--- config.mk ---
export PLATFORM = sky130hd
export DESIGN_NAME = screen_to_hex_q16_flat
export DESIGN_NICKNAME = d
export VERILOG_FILES = /design/src/rtl/screen_to_hex_q16_if.sv /design/src/rtl/screen_to_hex_q16.sv /design/src/flat_wrapper.sv
export SDC_FILE = /design/constraint.sdc
export NUM_CORES = 2
export LEC_CHECK = 0
export ABC_AREA = 1
export CAP_MARGIN = 20
export CORE_MARGIN = 10
export CORE_UTILIZATION = 64
export DETAILED_ROUTE_END_ITERATION = 8
export HOLD_SLACK_MARGIN = 0.12
export PLACE_DENSITY = 0.83
export SLEW_MARGIN = 20
export SYNTH_ARGS = -nofsm -noshare
export SYNTH_HDL_FRONTEND = slang
export SYNTH_SLANG_ARGS = --single-unit
--- constraint.sdc ---
create_clock -name clk -period 13.3 [get_ports clk]
set_input_delay 2.66 -clock clk [delete_from_list [all_inputs] [get_ports clk]]
set_output_delay 2.66 -clock clk [all_outputs]
set_load 0.005 [all_outputs]
--- src/rtl/screen_to_hex_q16_if.sv ---
// Request/response bundle for the screen-to-hex picking unit.
// Both sides use valid/ready handshakes.
interface screen_to_hex_q16_if;
  logic               valid_in;
  logic               in_ready;
  logic signed [31:0] screen_x_q16;
  logic signed [31:0] screen_y_q16;
  logic               pointy_top;
  logic signed [31:0] inv_zoom_q16;
  logic signed [31:0] inv_hex_size_q16;
  logic signed [31:0] cam_x_q16;
  logic signed [31:0] cam_y_q16;
  logic               valid_out;
  logic               out_ready;
  logic signed [31:0] q;
  logic signed [31:0] r;
  logic signed [31:0] s;

  modport master (
    output valid_in, screen_x_q16, screen_y_q16, pointy_top,
           inv_zoom_q16, inv_hex_size_q16, cam_x_q16, cam_y_q16, out_ready,
    input  in_ready, valid_out, q, r, s
  );

  modport slave (
    input  valid_in, screen_x_q16, screen_y_q16, pointy_top,
           inv_zoom_q16, inv_hex_size_q16, cam_x_q16, cam_y_q16, out_ready,
    output in_ready, valid_out, q, r, s
  );
endinterface

--- src/rtl/screen_to_hex_q16.sv ---
// Picking unit: Q16.16 screen point -> integer cube hex coordinates (q, r, s).
// One shared 32x32 multiplier, sequenced over seven steps, then cube rounding.
module screen_to_hex_q16 (
  input  logic                 clk,
  input  logic                 reset,
  screen_to_hex_q16_if.slave   bus
);
  localparam int unsigned W      = 32;
  localparam int unsigned STEP_W = 3;
  localparam logic [STEP_W-1:0] LAST_STEP = STEP_W'(6);

  localparam logic signed [W-1:0] SQRT3_DIV3_Q = 32'sd37837;
  localparam logic signed [W-1:0] ONE_DIV3_Q   = 32'sd21845;
  localparam logic signed [W-1:0] TWO_DIV3_Q   = 32'sd43691;
  localparam logic signed [W-1:0] HALF_Q       = 32'sd32768;

  typedef enum logic [1:0] {
    ST_IDLE = 2'd0,
    ST_MUL  = 2'd1,
    ST_RND  = 2'd2,
    ST_OUT  = 2'd3
  } state_t;

  state_t               state_q, state_d;
  logic [STEP_W-1:0]    step_q, step_d;

  logic                 pointy_q, pointy_d;
  logic signed [W-1:0]  sx_q, sx_d;
  logic signed [W-1:0]  sy_q, sy_d;
  logic signed [W-1:0]  izoom_q, izoom_d;
  logic signed [W-1:0]  isize_q, isize_d;
  logic signed [W-1:0]  camx_q, camx_d;
  logic signed [W-1:0]  camy_q, camy_d;

  logic signed [W-1:0]  ux_q, ux_d;
  logic signed [W-1:0]  uy_q, uy_d;
  logic signed [W-1:0]  px_q, px_d;
  logic signed [W-1:0]  py_q, py_d;
  logic signed [W-1:0]  m4_q, m4_d;
  logic signed [W-1:0]  m5_q, m5_d;
  logic signed [W-1:0]  m6_q, m6_d;

  logic                 valid_out_q, valid_out_d;
  logic signed [W-1:0]  q_q, q_d;
  logic signed [W-1:0]  r_q, r_d;
  logic signed [W-1:0]  s_q, s_d;

  logic signed [W-1:0]  mul_a, mul_b, mul_res;
  logic signed [W-1:0]  fq, fr, fs;
  logic signed [W-1:0]  rq, rr, rs;
  logic [W-1:0]         dq, dr, ds;
  logic signed [W-1:0]  cq, cr, cs;

  function automatic logic signed [W-1:0] round_q16(input logic signed [W-1:0] f);
    return (f + HALF_Q) >>> 16;
  endfunction

  function automatic logic [W-1:0] abs_err(input logic signed [W-1:0] f,
                                           input logic signed [W-1:0] n);
    logic signed [W-1:0] d;
    d = f - (n <<< 16);
    return (d < 0) ? W'(-d) : W'(d);
  endfunction

  assign bus.in_ready  = (state_q == ST_IDLE);
  assign bus.valid_out = valid_out_q;
  assign bus.q         = q_q;
  assign bus.r         = r_q;
  assign bus.s         = s_q;

  // Operand select for the shared multiplier, keyed by step and layout.
  always_comb begin
    mul_a = sx_q;
    mul_b = izoom_q;
    unique case (step_q)
      STEP_W'(0): begin mul_a = sx_q;          mul_b = izoom_q; end
      STEP_W'(1): begin mul_a = sy_q;          mul_b = izoom_q; end
      STEP_W'(2): begin mul_a = ux_q + camx_q; mul_b = isize_q; end
      STEP_W'(3): begin mul_a = uy_q + camy_q; mul_b = isize_q; end
      STEP_W'(4): begin
        mul_a = px_q;
        mul_b = pointy_q ? SQRT3_DIV3_Q : TWO_DIV3_Q;
      end
      STEP_W'(5): begin
        mul_a = py_q;
        mul_b = pointy_q ? ONE_DIV3_Q : SQRT3_DIV3_Q;
      end
      STEP_W'(6): begin
        mul_a = pointy_q ? py_q : px_q;
        mul_b = pointy_q ? TWO_DIV3_Q : ONE_DIV3_Q;
      end
      default: begin mul_a = sx_q; mul_b = izoom_q; end
    endcase
    mul_res = W'((64'($signed(mul_a)) * 64'($signed(mul_b))) >>> 16);
  end

  // Fractional axial coords and cube rounding; the largest-error axis is rebuilt.
  always_comb begin
    fq = pointy_q ? (m4_q - m5_q) : m4_q;
    fr = pointy_q ? m6_q : (m5_q - m6_q);
    fs = -fq - fr;
    rq = round_q16(fq);
    rr = round_q16(fr);
    rs = round_q16(fs);
    dq = abs_err(fq, rq);
    dr = abs_err(fr, rr);
    ds = abs_err(fs, rs);
    cq = rq;
    cr = rr;
    cs = rs;
    if (dq > dr && dq > ds) begin
      cq = -rr - rs;
    end else if (dr > ds) begin
      cr = -rq - rs;
    end else begin
      cs = -rq - rr;
    end
  end

  // Next-state and datapath update.
  always_comb begin
    state_d     = state_q;
    step_d      = step_q;
    pointy_d    = pointy_q;
    sx_d        = sx_q;
    sy_d        = sy_q;
    izoom_d     = izoom_q;
    isize_d     = isize_q;
    camx_d      = camx_q;
    camy_d      = camy_q;
    ux_d        = ux_q;
    uy_d        = uy_q;
    px_d        = px_q;
    py_d        = py_q;
    m4_d        = m4_q;
    m5_d        = m5_q;
    m6_d        = m6_q;
    valid_out_d = valid_out_q;
    q_d         = q_q;
    r_d         = r_q;
    s_d         = s_q;

    unique case (state_q)
      ST_IDLE: begin
        if (bus.valid_in) begin
          pointy_d = bus.pointy_top;
          sx_d     = bus.screen_x_q16;
          sy_d     = bus.screen_y_q16;
          izoom_d  = bus.inv_zoom_q16;
          isize_d  = bus.inv_hex_size_q16;
          camx_d   = bus.cam_x_q16;
          camy_d   = bus.cam_y_q16;
          step_d   = '0;
          state_d  = ST_MUL;
        end
      end
      ST_MUL: begin
        unique case (step_q)
          STEP_W'(0): ux_d = mul_res;
          STEP_W'(1): uy_d = mul_res;
          STEP_W'(2): px_d = mul_res;
          STEP_W'(3): py_d = mul_res;
          STEP_W'(4): m4_d = mul_res;
          STEP_W'(5): m5_d = mul_res;
          default:    m6_d = mul_res;
        endcase
        if (step_q == LAST_STEP) begin
          step_d  = '0;
          state_d = ST_RND;
        end else begin
          step_d = step_q + STEP_W'(1);
        end
      end
      ST_RND: begin
        q_d         = cq;
        r_d         = cr;
        s_d         = cs;
        valid_out_d = 1'b1;
        state_d     = ST_OUT;
      end
      ST_OUT: begin
        if (bus.out_ready) begin
          valid_out_d = 1'b0;
          state_d     = ST_IDLE;
        end
      end
      default: state_d = ST_IDLE;
    endcase
  end

  always_ff @(posedge clk) begin
    if (reset) begin
      state_q     <= ST_IDLE;
      step_q      <= '0;
      pointy_q    <= 1'b0;
      sx_q        <= '0;
      sy_q        <= '0;
      izoom_q     <= '0;
      isize_q     <= '0;
      camx_q      <= '0;
      camy_q      <= '0;
      ux_q        <= '0;
      uy_q        <= '0;
      px_q        <= '0;
      py_q        <= '0;
      m4_q        <= '0;
      m5_q        <= '0;
      m6_q        <= '0;
      valid_out_q <= 1'b0;
      q_q         <= '0;
      r_q         <= '0;
      s_q         <= '0;
    end else begin
      state_q     <= state_d;
      step_q      <= step_d;
      pointy_q    <= pointy_d;
      sx_q        <= sx_d;
      sy_q        <= sy_d;
      izoom_q     <= izoom_d;
      isize_q     <= isize_d;
      camx_q      <= camx_d;
      camy_q      <= camy_d;
      ux_q        <= ux_d;
      uy_q        <= uy_d;
      px_q        <= px_d;
      py_q        <= py_d;
      m4_q        <= m4_d;
      m5_q        <= m5_d;
      m6_q        <= m6_d;
      valid_out_q <= valid_out_d;
      q_q         <= q_d;
      r_q         <= r_d;
      s_q         <= s_d;
    end
  end
endmodule

--- src/flat_wrapper.sv ---
// flat-port wrapper written by rule: the top's interface ports become plain ports
module screen_to_hex_q16_flat 
  (clk, reset, bus_valid_in, bus_screen_x_q16, bus_screen_y_q16, bus_pointy_top, bus_inv_zoom_q16, bus_inv_hex_size_q16, bus_cam_x_q16, bus_cam_y_q16, bus_out_ready, bus_in_ready, bus_valid_out, bus_q, bus_r, bus_s);
  screen_to_hex_q16_if bus_i ();
  input  logic clk;
  input  logic reset;
  input wire logic [$bits(bus_i.valid_in)-1:0] bus_valid_in;
  input wire logic [$bits(bus_i.screen_x_q16)-1:0] bus_screen_x_q16;
  input wire logic [$bits(bus_i.screen_y_q16)-1:0] bus_screen_y_q16;
  input wire logic [$bits(bus_i.pointy_top)-1:0] bus_pointy_top;
  input wire logic [$bits(bus_i.inv_zoom_q16)-1:0] bus_inv_zoom_q16;
  input wire logic [$bits(bus_i.inv_hex_size_q16)-1:0] bus_inv_hex_size_q16;
  input wire logic [$bits(bus_i.cam_x_q16)-1:0] bus_cam_x_q16;
  input wire logic [$bits(bus_i.cam_y_q16)-1:0] bus_cam_y_q16;
  input wire logic [$bits(bus_i.out_ready)-1:0] bus_out_ready;
  output wire logic [$bits(bus_i.in_ready)-1:0] bus_in_ready;
  output wire logic [$bits(bus_i.valid_out)-1:0] bus_valid_out;
  output wire logic [$bits(bus_i.q)-1:0] bus_q;
  output wire logic [$bits(bus_i.r)-1:0] bus_r;
  output wire logic [$bits(bus_i.s)-1:0] bus_s;
  assign bus_i.valid_in = bus_valid_in;
  assign bus_i.screen_x_q16 = bus_screen_x_q16;
  assign bus_i.screen_y_q16 = bus_screen_y_q16;
  assign bus_i.pointy_top = bus_pointy_top;
  assign bus_i.inv_zoom_q16 = bus_inv_zoom_q16;
  assign bus_i.inv_hex_size_q16 = bus_inv_hex_size_q16;
  assign bus_i.cam_x_q16 = bus_cam_x_q16;
  assign bus_i.cam_y_q16 = bus_cam_y_q16;
  assign bus_i.out_ready = bus_out_ready;
  assign bus_in_ready = bus_i.in_ready;
  assign bus_valid_out = bus_i.valid_out;
  assign bus_q = bus_i.q;
  assign bus_r = bus_i.r;
  assign bus_s = bus_i.s;
  screen_to_hex_q16 u_core (.clk(clk), .reset(reset), .bus(bus_i));
endmodule
# == After elaboration in Yosys (flattened, before gate mapping) ==
# Index checks and enable logic that the tools add are counted.
# totals
regBits,519
inputBits,197
out_inout_bits,98
# op_classes
n_reduce_logical,18
n_lt_le_gt_ge,6
multipliers,1
n_addsub,21
mux,25
n_eq_ne,12
n_bitwise,1
# ops
operator,count
$mux 32,11
$pmux 32 s6,1
$sub 32x32->32,6
$neg 32->32,4
$pmux 32 s4,1
$add 32x17->32 const B,3
$gt 32x32->1,3
$lt 32x1->1 const B,3
$sub 32x16->32,3
$add 32x32->32,2
$neg 16->32,2
$mul 32x32->48,1
$mux 16,2
$reduce_and 2->1,10
$mux 14,1
$eq 3x3->1 const B,3
$pmux 2 s4,1
$eq 3x2->1 const B,2
$mux 2,3
$mux 3,2
$pmux 3 s2,1
$reduce_or 6->1,1
$eq 2x2->1 const B,2
$ne 2x2->1 const B,2
other kinds (13),14

# == Longest topological paths before layout ==
# depth
ltp_word,11
depth_mapped,72

# == Worst setup path after synthesis ==
# No wires, ideal clock.
# synth_timing
path_kind,register -> register
startpoint,reg u_core.step_q[2]
endpoint,reg u_core.m6_q[26]
path_stages_with_launch,46
setup_slack_ps,3770
arrival_time_ps,9472
n_path_buf,4
required_ps,13242
period_less_slack_ps,9530
path_cell_list,dfxtp_1 -> inv_1 -> ha_1 -> buf_2 -> clkinv_1 -> nand2_1 -> nor2_2 -> nand2_1 -> inv_1 -> clkbuf_1 -> clkbuf_1 -> a211oi_1 -> nand3_1 -> nand2_1 -> inv_2 -> clkbuf_1 -> nand2_1 -> fa_1 -> [... 10 more ...] -> fa_1 -> inv_1 -> ha_1 -> nand2_1 -> nor2_1 -> nand4_1 -> o31ai_1 -> nand3_1 -> nand2_1 -> a21oi_1 -> o21ai_1 -> nand2_1 -> o211ai_1 -> a21oi_1 -> o21ai_1 -> xor2_1 -> o21ai_0 -> inv_1
# synth_via
elab_chain_cells,4
# synth_lines
item,line_no,source
"start, declared",screen_to_hex_q16.sv:25,"logic [STEP_W-1:0] step_q, step_d;"
"start signal, assigned",screen_to_hex_q16.sv:215,step_q <= step_d;
"$eq 3x2->1, or another cell as far along","screen_to_hex_q16.sv:75, screen_to_hex_q16.sv:158",
$reduce_or 2->1 (no source line) or $reduce_or 6->1 (tied branches),n/a,
$pmux 32 s4 or $not 1->1 (tied branches),n/a,
$mul 32x32->48 or $reduce_and 2->1 (tied branches),n/a,
"end signal, assigned",screen_to_hex_q16.sv:229,m6_q <= m6_d;
"end, declared",screen_to_hex_q16.sv:41,"logic signed [W-1:0] m6_q, m6_d;"
# Several ways; a longest one is shown, not always the timed one.
# A chain may end at the register's enable or synchronous reset.

# == Worst setup path in the final report ==
# layout_timing
startpoint,reg u_core.step_q[1]
endpoint,reg u_core.m6_q[26]
# The elaborated chain is that of the path after synthesis.

==> results.cfg <==
[status]
status = finished clean

[logic_synthesis]
ys_ff_latch = 519
synth.area.top_cells = fa_1 23%, dfxtp_1 14%, nand2_1 13%
synth.distinct_cells = 74
ys.flop_type = dfxtp_1
synth_top_area_share_pct = 22.8
synthesis.area_mm2 = 0.0743
synth.most_common_cell = nand2_1
synth_edf_count = 0
syn_inst = 10900
async_flop_share_pct = 0
postSynthAreaPerCell_um2 = 6.81
synth-seq-area-share_pct = 14.0
yosys_warnings = 0
synthTopCellsByCount = 2500 x nand2_1, 2192 x inv_1, 1158 x nor2_1, 846 x fa_1, 571 x ha_1
synth.largest_area_cell = fa_1

[sta]
final-hold-violation-count = 0
period_needed_ns = 12.00
setup_tns_ns = 0
drv_slew = 0
fmax_mhz = 83.3
clock_skew_ns = 0.0738
slew_headroom_pct = 23.8
worst_pin_slew_ns = 1.14
grt_setup_unrepaired = no
setup_viol = 0
post-route-period-util_pct = 90.2

[detailed_routing]
vias = 74200
viasPerCell = 5.90
drtIter0Drc = 8629
routed_wl_mm = 277
drt-pass1-iter-count = 8
antenna_left = 0
wire_per_inst_um = 22.0
route.detailed.drc = 0

[finish]
design_area_mm2 = 0.0806
post_route_cells_drive_above_1_share_pct = 4.65
fillerInstances = 9679
fin_util_pct = 70.2
final_nets = 12600
synthToLayoutAreaGrowth_pct = 8.54

[clocking]
insertion_delay_ns = 0.74
cts.sinks = 519
clockBufferDepth = 3
cts_resized = 0
cts_buffers = 58
cts_hold_buf = 0
clock_tree.htree_level_count = 2
path_clk_slew_ns = 0.07
cts_tree = yes
cts_setup_buffers = 0
root_buffer = clkbuf_16

[worst_setup_path]
slowest_stage = clkinv_1
rr_worst_depth = 42
worstPathArrival_ns = 12.61
critPathBufInv = 12
path_class = reg -> reg
end_kind = flip-flop
start_kind = flip-flop
path_depth = 42
slowest_delay_ns = 1.10
worstPathMaxFanout = 29
path_delay_family = adder cells
required_ns = 13.91

[global_routing]
grt.total_usage_pct = 41.5
antenna_found_initial = 5
grt_pass1_wl_mm = 420
grt_max_degree = 104
grt_pass1_vias = 72900
gr-total-overflow = 0

[floorplan]
start_util_pct = 64.7
dieArea_mm2 = 0.130
fp.dieW_um = 361
core_area_mm2 = 0.115
num_rows = 124
die_h_um = 361
boundaryPins = 295

[place]
io_buffers = 294
place_area_mm2 = 0.0786
gp_congestion = 1.06
hpwl_mm = 224

[run]
maxCapViolations = 0

[hold_path]
hp-class = reg -> reg
hold_depth = 2
kinds of logic (layout without fill, tap and decap cells):
logic type	after synthesis	count (layout)	share of synthesized area, %
compound gates	1445	1445	10.8
xor+xnor	267	267	3.17
fa+ha+maj	1417	1417	32.4
buf+inv	2635	2783	13.5
flops	519	519	14.0
other cells	1	13	0.00505
simple gates	4622	4622	26.2
final cells by class:
class | instances | area [um^2] | area share (%)
clock inverter | 29 | 337 | 0.418
timing repair buffer | 400 | 3790 | 4.71
sequential | 519 | 10400 | 12.9
clock buffer | 80 | 1670 | 2.08
antenna | 11 | 27.5 | 0.0342
multi-input combinational | 7753 | 53900 | 66.9
inverter | 2274 | 8550 | 10.6
tap | 1512 | 1890 | 2.35
routing by layer:
metal / vias up / global-route usage, % / share of wire [%]
met5: - / 0.333 / 0.029
met4: 4 / 30.5 / 9.0
met3: 1147 / 10.5 / 12
met2: 4589 / 65.0 / 43
met1: 34700 / 49.3 / 36
li1: 33800 / - / -
per-stage QoR:
step | setup slack (ns) | hold WS (ns) | cells
2_1_floorplan | 3.77 | 0.425 | 10900
3_3_place_gp | 2.16 | 0.453 | 12500
3_5_place_dp | 1.83 | 0.454 | 12500
4_1_cts | 1.72 | 0.464 | 12600
5_1_grt | 0.725 | 0.476 | 12600
6_report | 1.30 | 0.462 | 12600
cell usage in the layout, fill, tap and decap left out, types with 14 or more instances in the layout:
master | synthesis | layout
nor2_2 | 38 | 40
clkbuf_8 | 0 | 15
nand3b_1 | 18 | 18
inv_2 | 54 | 59
nand3_1 | 503 | 503
o21bai_1 | 37 | 37
a22oi_1 | 17 | 17
nand4_1 | 127 | 127
nand2_4 | 17 | 18
o22ai_1 | 31 | 30
inv_1 | 2192 | 2185
o211ai_1 | 68 | 68
nand2_1 | 2500 | 2499
a221oi_1 | 15 | 14
nand3_2 | 24 | 24
nand2_2 | 60 | 60
o21ai_1 | 23 | 22
a21oi_1 | 564 | 564
buf_4 | 9 | 103
ha_1 | 571 | 570
clkdlybuf4s50_1 | 0 | 293
dfxtp_1 | 519 | 518
nor2_1 | 1158 | 1156
xnor2_1 | 74 | 73
xor2_1 | 191 | 189
or2_0 | 15 | 15
o21ai_0 | 553 | 553
or2_2 | 56 | 56
nor3_1 | 55 | 54
nor2_4 | 16 | 16
clkinv_1 | 26 | 26
a31oi_1 | 28 | 28
clkbuf_16 | 0 | 58
a211oi_1 | 36 | 36
o21a_1 | 21 | 21
fa_1 | 846 | 846
flip-flops by register name (all words and copies together), names as in the netlist:
register / flops
u_core.uy_q: 32
u_core.sy_q: 32
u_core.bus.r: 32
u_core.py_q: 32
u_core.pointy_q: 1
u_core.m5_q: 32
u_core.m6_q: 32
u_core.sx_q: 32
u_core.camx_q: 32
u_core.bus.q: 32
u_core.isize_q: 32
u_core.m4_q: 32
u_core.izoom_q: 32
u_core.camy_q: 32
u_core.px_q: 32
u_core.ux_q: 32
u_core.state_q: 2
u_core.step_q: 3
u_core.bus.s: 32
u_core.bus.valid_out: 1
worst min-delay path: stages (launching register included):
cell	delay, ns
dfxtp_1	0.31
nand2_1	0.06
a21oi_1	0.05
path summary, 6_finish.rpt:
path / startpoint / endpoint / slack (ns)
min: u_core.bus.q[29]$_SDFFE_PP0P_ / u_core.bus.q[29]$_SDFFE_PP0P_ / 0.46
min reg2reg: u_core.bus.q[29]$_SDFFE_PP0P_ / u_core.bus.q[29]$_SDFFE_PP0P_ / 0.46
max reg2reg: u_core.step_q[1]$_SDFFE_PP0P_ / u_core.m6_q[26]$_SDFFE_PP0P_ / 1.30
max: u_core.step_q[1]$_SDFFE_PP0P_ / u_core.m6_q[26]$_SDFFE_PP0P_ / 1.30
Power is not shown: default switching activity piles up to over one toggle a cycle in this logic, so the estimate is an artifact.
